<file path="src/rtl/spy_pkg.sv">
// Shared types and defaults for the spy delay-measurement blocks.
package spy_pkg;

  localparam int DEF_CNT_W   = 8;
  localparam int DEF_TRIALS  = 16;
  localparam int DEF_SETTLE  = 32;
  localparam int DEF_TIMEOUT = 255;
  localparam int SUM_W       = DEF_CNT_W + $clog2(DEF_TRIALS);

  typedef enum logic [2:0] {
    ST_IDLE    = 3'd0,
    ST_SETTLE  = 3'd1,
    ST_LAUNCH  = 3'd2,
    ST_MEASURE = 3'd3,
    ST_RECORD  = 3'd4,
    ST_DONE    = 3'd5
  } spy_state_e;

  function automatic int sum_width(input int cnt_w, input int trials);
    return cnt_w + $clog2(trials);
  endfunction

endpackage

</file>
<file path="src/rtl/spy_sync2.sv">
// Two-flop synchronizer for a single asynchronous bit, async active-high reset.
module spy_sync2 (
  input  logic clk,
  input  logic rst,
  input  logic d,
  output logic q
);

  logic meta;

  always_ff @(posedge clk or posedge rst) begin
    if (rst) begin
      meta <= 1'b0;
      q    <= 1'b0;
    end else begin
      meta <= d;
      q    <= meta;
    end
  end

endmodule

</file>
<file path="src/rtl/path_delay_probe.sv">
// Launches alternating transitions into a path-under-test, counts cycles until the
// synchronized output follows, and accumulates min/max/sum over a run of trials.
module path_delay_probe
  import spy_pkg::*;
#(
  parameter int CNT_W   = DEF_CNT_W,
  parameter int TRIALS  = DEF_TRIALS,
  parameter int SETTLE  = DEF_SETTLE,
  parameter int TIMEOUT = DEF_TIMEOUT
) (
  input  logic                             clk,
  input  logic                             rst,
  input  logic                             start,
  input  logic [CNT_W-1:0]                 golden_lo,
  input  logic [CNT_W-1:0]                 golden_hi,
  input  logic                             path_out,
  output logic                             launch,
  output logic                             busy,
  output logic                             done,
  output logic [CNT_W-1:0]                 delay_min,
  output logic [CNT_W-1:0]                 delay_max,
  output logic [CNT_W+$clog2(TRIALS)-1:0]  delay_sum,
  output logic                             timeout_err,
  output logic                             alarm
);

  localparam int SW   = CNT_W + $clog2(TRIALS);
  localparam int TR_W = $clog2(TRIALS);
  localparam int ST_W = $clog2(SETTLE + 1);
  localparam logic [CNT_W-1:0] TMO         = CNT_W'(TIMEOUT);
  localparam logic [ST_W-1:0]  SETTLE_LAST = ST_W'(SETTLE - 1);
  localparam logic [TR_W-1:0]  TRIAL_LAST  = TR_W'(TRIALS - 1);

  spy_state_e       state;
  logic             sync_q;
  logic             baseline;
  logic             tmo_hit;
  logic [CNT_W-1:0] cnt;
  logic [ST_W-1:0]  settle_cnt;
  logic [TR_W-1:0]  trial;

  spy_sync2 u_sync (
    .clk (clk),
    .rst (rst),
    .d   (path_out),
    .q   (sync_q)
  );

  // start is a one-cycle request honoured only in IDLE; busy covers the whole
  // run including the DONE cycle, and done pulses exactly once in that cycle.
  assign busy = (state != ST_IDLE);
  assign done = (state == ST_DONE);

  always_ff @(posedge clk or posedge rst) begin
    if (rst) begin
      state       <= ST_IDLE;
      launch      <= 1'b0;
      baseline    <= 1'b0;
      tmo_hit     <= 1'b0;
      cnt         <= '0;
      settle_cnt  <= '0;
      trial       <= '0;
      delay_min   <= '1;
      delay_max   <= '0;
      delay_sum   <= '0;
      timeout_err <= 1'b0;
      alarm       <= 1'b0;
    end else begin
      case (state)
        ST_IDLE: begin
          if (start) begin
            state       <= ST_SETTLE;
            settle_cnt  <= '0;
            trial       <= '0;
            delay_min   <= '1;
            delay_max   <= '0;
            delay_sum   <= '0;
            timeout_err <= 1'b0;
          end
        end
        ST_SETTLE: begin
          if (settle_cnt == SETTLE_LAST) begin
            baseline   <= sync_q;
            settle_cnt <= '0;
            state      <= ST_LAUNCH;
          end else begin
            settle_cnt <= settle_cnt + ST_W'(1);
          end
        end
        ST_LAUNCH: begin
          // Level is never restored, so successive trials alternate edge direction.
          launch  <= ~launch;
          cnt     <= CNT_W'(1);
          tmo_hit <= 1'b0;
          state   <= ST_MEASURE;
        end
        ST_MEASURE: begin
          if (sync_q != baseline) begin
            state <= ST_RECORD;
          end else if (cnt == TMO) begin
            tmo_hit <= 1'b1;
            state   <= ST_RECORD;
          end else begin
            cnt <= cnt + CNT_W'(1);
          end
        end
        ST_RECORD: begin
          if (tmo_hit) begin
            timeout_err <= 1'b1;
          end else begin
            if (cnt < delay_min) delay_min <= cnt;
            if (cnt > delay_max) delay_max <= cnt;
            delay_sum <= delay_sum + SW'(cnt);
          end
          if (trial == TRIAL_LAST) begin
            state <= ST_DONE;
          end else begin
            trial <= trial + TR_W'(1);
            state <= ST_SETTLE;
          end
        end
        ST_DONE: begin
          alarm <= timeout_err | (delay_min < golden_lo) | (delay_max > golden_hi);
          state <= ST_IDLE;
        end
        default: state <= ST_IDLE;
      endcase
    end
  end

endmodule

</file>
<file path="config.mk">
export PLATFORM = sky130hd
export DESIGN_NAME = path_delay_probe
export DESIGN_NICKNAME = d
export VERILOG_FILES = /design/src/rtl/spy_pkg.sv /design/src/rtl/spy_sync2.sv /design/src/rtl/path_delay_probe.sv
export SDC_FILE = /design/constraint.sdc
export NUM_CORES = 1
export LEC_CHECK = 0
export CAP_MARGIN = 30
export CORE_UTILIZATION = 40
export DETAILED_ROUTE_END_ITERATION = 6
export SETUP_SLACK_MARGIN = 0.5
export SLEW_MARGIN = 10
export SYNTH_ARGS = -nofsm -noshare
export SYNTH_HDL_FRONTEND = slang
export SYNTH_SLANG_ARGS = --single-unit
</file>
<file path="constraint.sdc">
create_clock -name clk -period 2.12 [get_ports clk]
set_input_delay 0.212 -clock clk [delete_from_list [all_inputs] [get_ports clk]]
set_output_delay 0.212 -clock clk [all_outputs]
set_load 0.005 [all_outputs]
</file>
Word-level counts from Yosys, hierarchy flattened

Index checks and enable logic that the tools add are counted.

Add/subtract/negate cells: 4
$lt $le $gt $ge: 4
Equality and inequality tests: 20
Multiplexer cells: 32
Bitwise operators: 3
Reductions and logical operators: 15

Operators with widths:

| cell                  | number |
|---|---|
| $mux W8               | 8 |
| $pmux W8 S2           | 3 |
| $mux W12              | 2 |
| $pmux W12 S2          | 1 |
| $ne A2 B2 Y1 const B  | 10 |
| $reduce_and A3 Y1     | 6 |
| $gt A8 B8 Y1          | 2 |
| $lt A8 B8 Y1          | 2 |
| $mux W3               | 5 |
| $pmux W3 S5           | 1 |
| $add A12 B8 Y12       | 1 |
| $mux W6               | 2 |
| $pmux W6 S2           | 1 |
| $add A8 B1 Y8 const B | 1 |
| $eq A8 B8 Y1 const B  | 1 |
| $mux W4               | 2 |
| $pmux W4 S2           | 1 |
| $reduce_and A4 Y1     | 2 |
| $add A6 B1 Y6 const B | 1 |
| $eq A3 B2 Y1 const B  | 2 |
| $eq A3 B3 Y1 const B  | 2 |
| $eq A6 B5 Y1 const B  | 1 |
| $reduce_bool A2 Y1    | 3 |
| $add A4 B1 Y4 const B | 1 |
| 11 further kinds      | 17 |

Register bits: 56
Input bits: 20
Output and inout port bits: 33

Longest topological paths before layout

Word-level depth: 4
Depth in mapped cells: 8
Mapped depth without buffers: 8

By module

Synthesis repeated with hierarchy kept, for this count alone.

Cell total of the unflattened synthesis: 417
Area total of the unflattened synthesis: 3,764.9 sq um

Modules (own cells, without submodules):

| module           | instances | cells each | area each (sq um) | sequential area each (sq um) |
|---|---|---|---|---|
| path_delay_probe | 1         | 414        | 3,711.1           | 1,361.3 |
| spy_sync2        | 1         | 3          | 53.8              | 50.0 |

Worst setup path after synthesis

Ideal clock, no wire load.

Path type: reg-to-reg
From: reg cnt[0]
To: reg delay_sum[6]
Arrival time: 1.904 ns
Required time: 1.998 ns
Setup slack: 0.095 ns
Stages on the path, launching flop included: 9
Path buffers: 0
Clock period less this slack: 2.025 ns
Path through: dfrtp_1 ha_1 inv_1 fa_1 nor2b_1 o31ai_1 a21boi_0 or3_1 a32o_1

Cells in the longest elaborated chain, start to end: 3

Ends and longest elaborated chain:

| item                   | line                    | text |
|---|---|---|
| from (decl)            | path_delay_probe.sv:38  | `logic [CNT_W-1:0] cnt;` |
| from (signal assigned) | path_delay_probe.sv:104 | `cnt <= cnt + CNT_W'(1);` |
| $add A12 B8 Y12        | path_delay_probe.sv:113 | `delay_sum <= delay_sum + SW'(cnt);` |
| $mux W12               | path_delay_probe.sv:108 | `if (tmo_hit) begin` |
| $pmux W12 S2           | path_delay_probe.sv:69  | `case (state)` |
| to (signal assigned)   | path_delay_probe.sv:113 |  |
| to (decl)              | path_delay_probe.sv:22  | `output logic [CNT_W+$clog2(TRIALS)-1:0] delay_sum,` |

Every way passes these cells. The select of a mux whose other input is x is not followed.
A chain may end at the register's enable or synchronous reset.

Final worst setup path

From: reg delay_sum[0]
To: reg delay_sum[8]

Cells in the longest elaborated chain, start to end: 3

Ends and longest elaborated chain:

| item            | line |
|---|---|
| $add A12 B8 Y12 | path_delay_probe.sv:113 |
| $mux W12        | path_delay_probe.sv:108 |
| $pmux W12 S2    | path_delay_probe.sv:69 |

Every way passes these cells. The select of a mux whose other input is x is not followed.

==> out/results.ini <==
[power_and_ir_drop]
power_density_nw_per_um2 = 985
power.leakage_uw = 0.00256
ir_drop_v = 0.000652

[worst_setup_path]
crit_type = flip-flop to flip-flop
crit_path_start_kind = flip-flop
r2r_cells = 8
crit_required_ns = 2.37
crit_path_end_kind = flip-flop
critPathArrivalTime_ns = 2.21
cp_max_fo = 4

[layout]
fin_cells = 659
finalInstanceArea_um2 = 5570
area_delta_synth_final_pct = 48.4
final_common_cell = buf_4
final_nets = 609
utilization_pct = 60.9
drive_gt1_share_pct = 31.0
nFillCells = 769
antenna_cells = 0
final_cell_mix = buf_4, nand2_1, clkdlybuf4s50_1, dfrtp_1, nor2_1

[synth]
yosysTopAreaCell = dfrtp_1
synth_top_area_share_pct = 32.0
synth-edff-count = 0
async_flop_share_pct = 100
ys_types = 57
synth_ff_type = dfrtp_1
synth_area_um2 = 3760
syn-instance-count = 416
syn_nets = 478
synth-seq-cells = 56
yosys_warnings = 0
syn_avg_cell_area_um2 = 9.03
netlist_top_cells_area = dfrtp_1, ha_1, dfstp_2
seq_area_frac_synth_pct = 37.6

[route]
vias_per_cell = 5.36
ant_nets = 0
drt_iter0_drc = 151
vias = 3532
wl_um = 10200
drc_errors = 0
dr.pass1.iters = 4
routedWlPerCell_um = 15.4

[sta]
tightestPinTransition_ns = 0.442
timing.hold.ws_ns = 0.255
relSlewSlack_pct = 70.4
finClkSkew_ns = 0.0128
fin_crit_sh_pct = 92.4
finalSetupViolCount = 0
finalCriticalPeriod_ns = 1.96
rsz0062_at_grt = yes
hold_viol_final = 0
fin_tns_setup_ns = 0
slew_viol_final = 0
fmax_mhz = 510

[die]
dieHeight_um = 98.9
die_area_um2 = 9790
row_count = 35
die_w_um = 98.9
ios = 53
core_um2 = 9150
initial_core_util_pct = 41.1

[placed_design]
port_buffers = 52
dpl_cell_area_um2 = 4620
placed_cells = 591
place.gp.congestion = 0.824
place_hpwl_um = 6630

[global_route]
antenna_found_initial = 0
grt_pass1_wl_um = 16500
overflow = 0
track_usage_pct = 21.1
grt_max_degree = 57
grt_pass1_vias = 3486

[status]
status = finished, final reports clean

[clocking]
cts_sinks = 56
cts_tree = built
cts_buffer_depth = 2
cts-root-buf = clkbuf_8
numCtsBuffers = 5
clk-insertion-delay-late_ns = 0.32
clkTransAtPathRegs_ns = 0.10
cts_hold_buf = 0
h-tree-depth = 2

[worst_hold_path]
hold_class = input pin to asynchronous set/reset pin

[run]
maxCapViolations = 0

[final timing paths]
path,start,to,slack [ns]
max,delay_sum[0]$_DFFE_PP0P_,delay_sum[8]$_DFFE_PP0P_,0.16
min,rst,launch$_DFFE_PP0P_,0.26
max reg2reg,delay_sum[0]$_DFFE_PP0P_,delay_sum[8]$_DFFE_PP0P_,0.16
min reg2reg,u_sync.meta$_DFF_PP0_,u_sync.q$_DFF_PP0_,0.37
max in group asynchronous,rst,delay_min[6]$_DFFE_PP1P_,1.56
min in group clk,path_out,u_sync.meta$_DFF_PP0_,0.32
[layer usage]
metal	global-route usage, %	part of all wire, %	vias up	wire [µm]
met3	3.05	4.1	16	417
met5	0	0	-	0
met1	26.6	45	1690	4620
li1	-	-	1740	-
met2	37.2	48	86	4930
met4	6.31	2.1	0	213
[logic make-up after synthesis]
group | count (synthesis) | synth area share (%)
flip-flops | 56 | 37.6
XOR/XNOR | 11 | 2.56
adder cells (fa/ha/maj) | 42 | 14.2
multiplexers | 19 | 5.13
buffers and inverters | 49 | 5.29
AND/OR/NAND/NOR | 149 | 19.6
AO/OA/AOI/OAI | 90 | 15.6
[registers in the layout (all words and copies together) (netlist names), 3 cells and up]
register    flops
cnt             8
delay_max       8
delay_min       8
delay_sum      12
settle_cnt      6
state           3
trial           4
[cell usage after synthesis (4+ instances only)]
| cell | n |
|---|---|
| xor2_1 | 11 |
| nor3_1 | 11 |
| ha_1 | 41 |
| inv_1 | 39 |
| nand2_1 | 45 |
| mux2i_1 | 17 |
| o21ai_0 | 29 |
| nand3_1 | 11 |
| dfstp_2 | 8 |
| a22o_1 | 4 |
| a211oi_1 | 5 |
| nand4_1 | 8 |
| dfrtp_1 | 48 |
| and3_1 | 5 |
| nor3b_1 | 4 |
| nor2b_1 | 6 |
| nor2_1 | 40 |
| a21oi_1 | 20 |
| a31oi_1 | 4 |
[timing repair]
item                                    4_1_cts  5_1_grt
gates cloned                                  0        1
gates resized for setup                      44       60
pin swaps                                    20       33
buffers inserted                             36       23
endpoints found under the setup margin       52       48
[final cells by class]
cell class / instances / area (µm²) / share of cell area (%)
Tap cell: 111 / 139 / 2.49
Sequential cell: 56 / 1420 / 25.5
Clock buffer: 5 / 68.8 / 1.23
Inverter: 40 / 150 / 2.69
Timing Repair Buffer: 133 / 1230 / 22.0
Clock inverter: 3 / 42.5 / 0.763
Multi-Input combinational cell: 311 / 2520 / 45.2
[report_power, final]
group	internal [µW]	leakage, µW	switching [µW]	total [µW]
combinational	1680	0.00180	1510	3190
sequential	1310	0.000702	266	1580
clock	351	0.0000558	365	716
[stage by stage]
stage | total power, µW | worst slack, ns
3_5_place_dp | 3760 | 0.0654
5_1_grt | 5870 | 0.0872
3_3_place_gp | 3710 | 0.0898
6_report | 5490 | 0.161
2_1_floorplan | 2930 | 0.168
4_1_cts | 4940 | 0.201
[worst max-delay path, stage by stage, from the launching register on]
cell     delay [ns]
dfrtp_1        0.40
ha_2           0.20
inv_2          0.06
fa_2           0.21
nor2b_2        0.06
o31ai_4        0.29
a22oi_2        0.12
or4b_1         0.48
nand3_1        0.09
Note: power is estimated with default switching activity, not from simulation.
==> patch: new RTL, same flow settings <==
One comparison of `settle_cnt` changes from == to >=.
--- a/src/rtl/path_delay_probe.sv
+++ b/src/rtl/path_delay_probe.sv
@@ -79,7 +79,7 @@
           end
         end
         ST_SETTLE: begin
-          if (settle_cnt == SETTLE_LAST) begin
+          if (settle_cnt >= SETTLE_LAST) begin
             baseline   <= sync_q;
             settle_cnt <= '0;
             state      <= ST_LAUNCH;
Behaviour: same outputs for any inputs over 10 cycles, from zero or initial values and one cycle with rst high; that may be too few to reach the edited logic, so the function may still have changed.
==> patch against the original RTL <==
  * Total power fell by 10%
  * Routed wire length decreased by 2.9%
  * Setup slack got worse by 74 ps
  * Worst hold slack worse by 61 ps
  * First-iteration DRC count down 18%
  * Largest power group unchanged
  * Sequential cell count unchanged
  * Combinational power is 19% lower
  * Clock power rose by 1%
  * Synthesized cell count down 8.4%
  * Largest cell class unchanged
  * Critical endpoint unchanged
  * Sequential power rose by 3%
  * Cell area decreased by 4.6%
  * Synthesized area shrank 4.0%
  * Global-route usage grew 0.24 points
==> patch: results <==
group,metric,value,unit
cells_and_area,nFillCells,742,
grt,met3_usage,0.0325,
place,dpl.cell_count,555,
clock_network,post_cts_resized,61,
cells_and_area,largest_reg_flops,12,
drt,dr_wl_met3,351,um
cells_and_area,stdcell_count,607,
timing,fin_skew,13.3,ps
pwr,p_comb_frac,0.524,
cells_and_area,drive_above_1_share,0.331,
clock_network,clock_latency,320,ps
place,place_area,4470,um^2
drt,drt-total-wl,9.88,mm
grt,grt_pass1_wl,16.4,mm
grt,grt_pass1_vias,3354,
cells_and_area,max_flop_register,"delay_sum",
synth,ys_top_cells_by_area,"dfrtp_1 (33%), ha_1 (14%), dfstp_2 (5.8%)",
clock_network,cts.clk_slew.worst_paths,110,ps
drt,drt-met1-wl,4.45,mm
worst_setup_path,slowest_delay,420,ps
pwr,total_leakage_power,0.00244,uW
drt,top_layer_used,"met4",
synth,netlist_instances,381,
drt,drtIter0Drc,124,
clock_network,clk_root_buffer_cell,"clkbuf_8",
synth,synth_cell_types,59,
place,io_buffers,52,
worst_setup_path,cp_top_family,"simple AND/OR/NAND/NOR gates",
grt,grt_start_max_net_pins,39,
grt,use_met1,0.284,
clock_network,htree_levels,2,
worst_setup_path,crit_path_end,"delay_sum[8]",
pwr,clkPwrFrac,0.147,
place,dp_hpwl,6.65,mm
worst_setup_path,slowest_stage,"dfrtp_1",
grt,grt_antenna_before_repair,0,
synth,yosys_warnings,0,
clock_network,postCtsSetupRepairBufs,30,
synth,yosys-top-cells-count,"dfrtp_1 (48), inv_1 (42), ha_1 (41)",
timing,tightest_slew,499,ps
place,gp_congestion,0.847,
drt,avgViaCountPerCell,5.36,
synth,syn-num-nets,443,
worst_setup_path,arrival,2230,ps
grt,globalRouteTotalUtil,0.213,
clock_network,cts_buffers,5,
worst_hold_path,hold_path_class,"primary input to asynchronous set/reset pin",
drt,met2_length,4.93,mm
outcome,status,"complete, no violations",
synth,yosysSeqAreaShare,0.391,
cells_and_area,antennaDiodeCount,0,
worst_setup_path,startpoint,"cnt[0]",
worst_setup_path,ff2ff_path_depth,8,
pwr,power_switching,1830,uW
pwr,vdd_drop_max,451,uV
worst_setup_path,ff2ff_setup_slack,90,ps
worst_setup_path,critPathMaxFanout,4,
grt,grt_use_met2,0.362,
[patch: changes by cell type after synthesis, sizes merged, moves of 4 or more]
cell / before / now
nor4: 0 / 4
xnor2: 0 / 4
mux2i: 17 / 1
o31ai: 2 / 6
a31oi: 4 / 0
o21ai: 31 / 26
nand2: 46 / 26
nor3: 11 / 5
o22a: 0 / 9
nor3b: 5 / 0
a22o: 4 / 11
[patch: metrics by stage]
step / hold WS, ps / utilization / setup WS [ps] / total power [uW]
2_1_floorplan: 243 / - / 245 / 2820
3_3_place_gp: 336 / 0.513 / 154 / 3480
3_5_place_dp: 336 / 0.513 / 83.4 / 3530
4_1_cts: 209 / 0.584 / 124 / 4740
5_1_grt: 243 / 0.610 / 38.7 / 5290
6_report: 194 / 0.610 / 87.1 / 4940
[patch: worst min-delay path by stage]
stage | from | endpoint | slack, ps | cells after the start
6_report | rst | settle_cnt[2] | 190 | 2
2_1_floorplan | path_out | u_sync.meta | 240 | 0
3_5_place_dp | u_sync.meta | u_sync.q | 340 | 0
3_3_place_gp | u_sync.meta | u_sync.q | 340 | 0
5_1_grt | rst | settle_cnt[1] | 240 | 2
4_1_cts | rst | launch | 210 | 2
[patch: layout make-up]
type | instances | share of cell area
Multi-Input combinational cell | 274 | 0.450
Tap cell | 108 | 0.0254
Clock buffer | 5 | 0.0129
Clock inverter | 3 | 0.00800
Sequential cell | 56 | 0.268
Inverter | 43 | 0.0303
Timing Repair Buffer | 118 | 0.206
[patch: cell families after synthesis]
group | after synthesis | synth area share
buf+inv | 51 | 0.0603
flops | 56 | 0.391
fa+ha+maj | 42 | 0.148
compound gates | 100 | 0.196
xor+xnor | 13 | 0.0316
simple gates | 116 | 0.165
mux | 3 | 0.00901
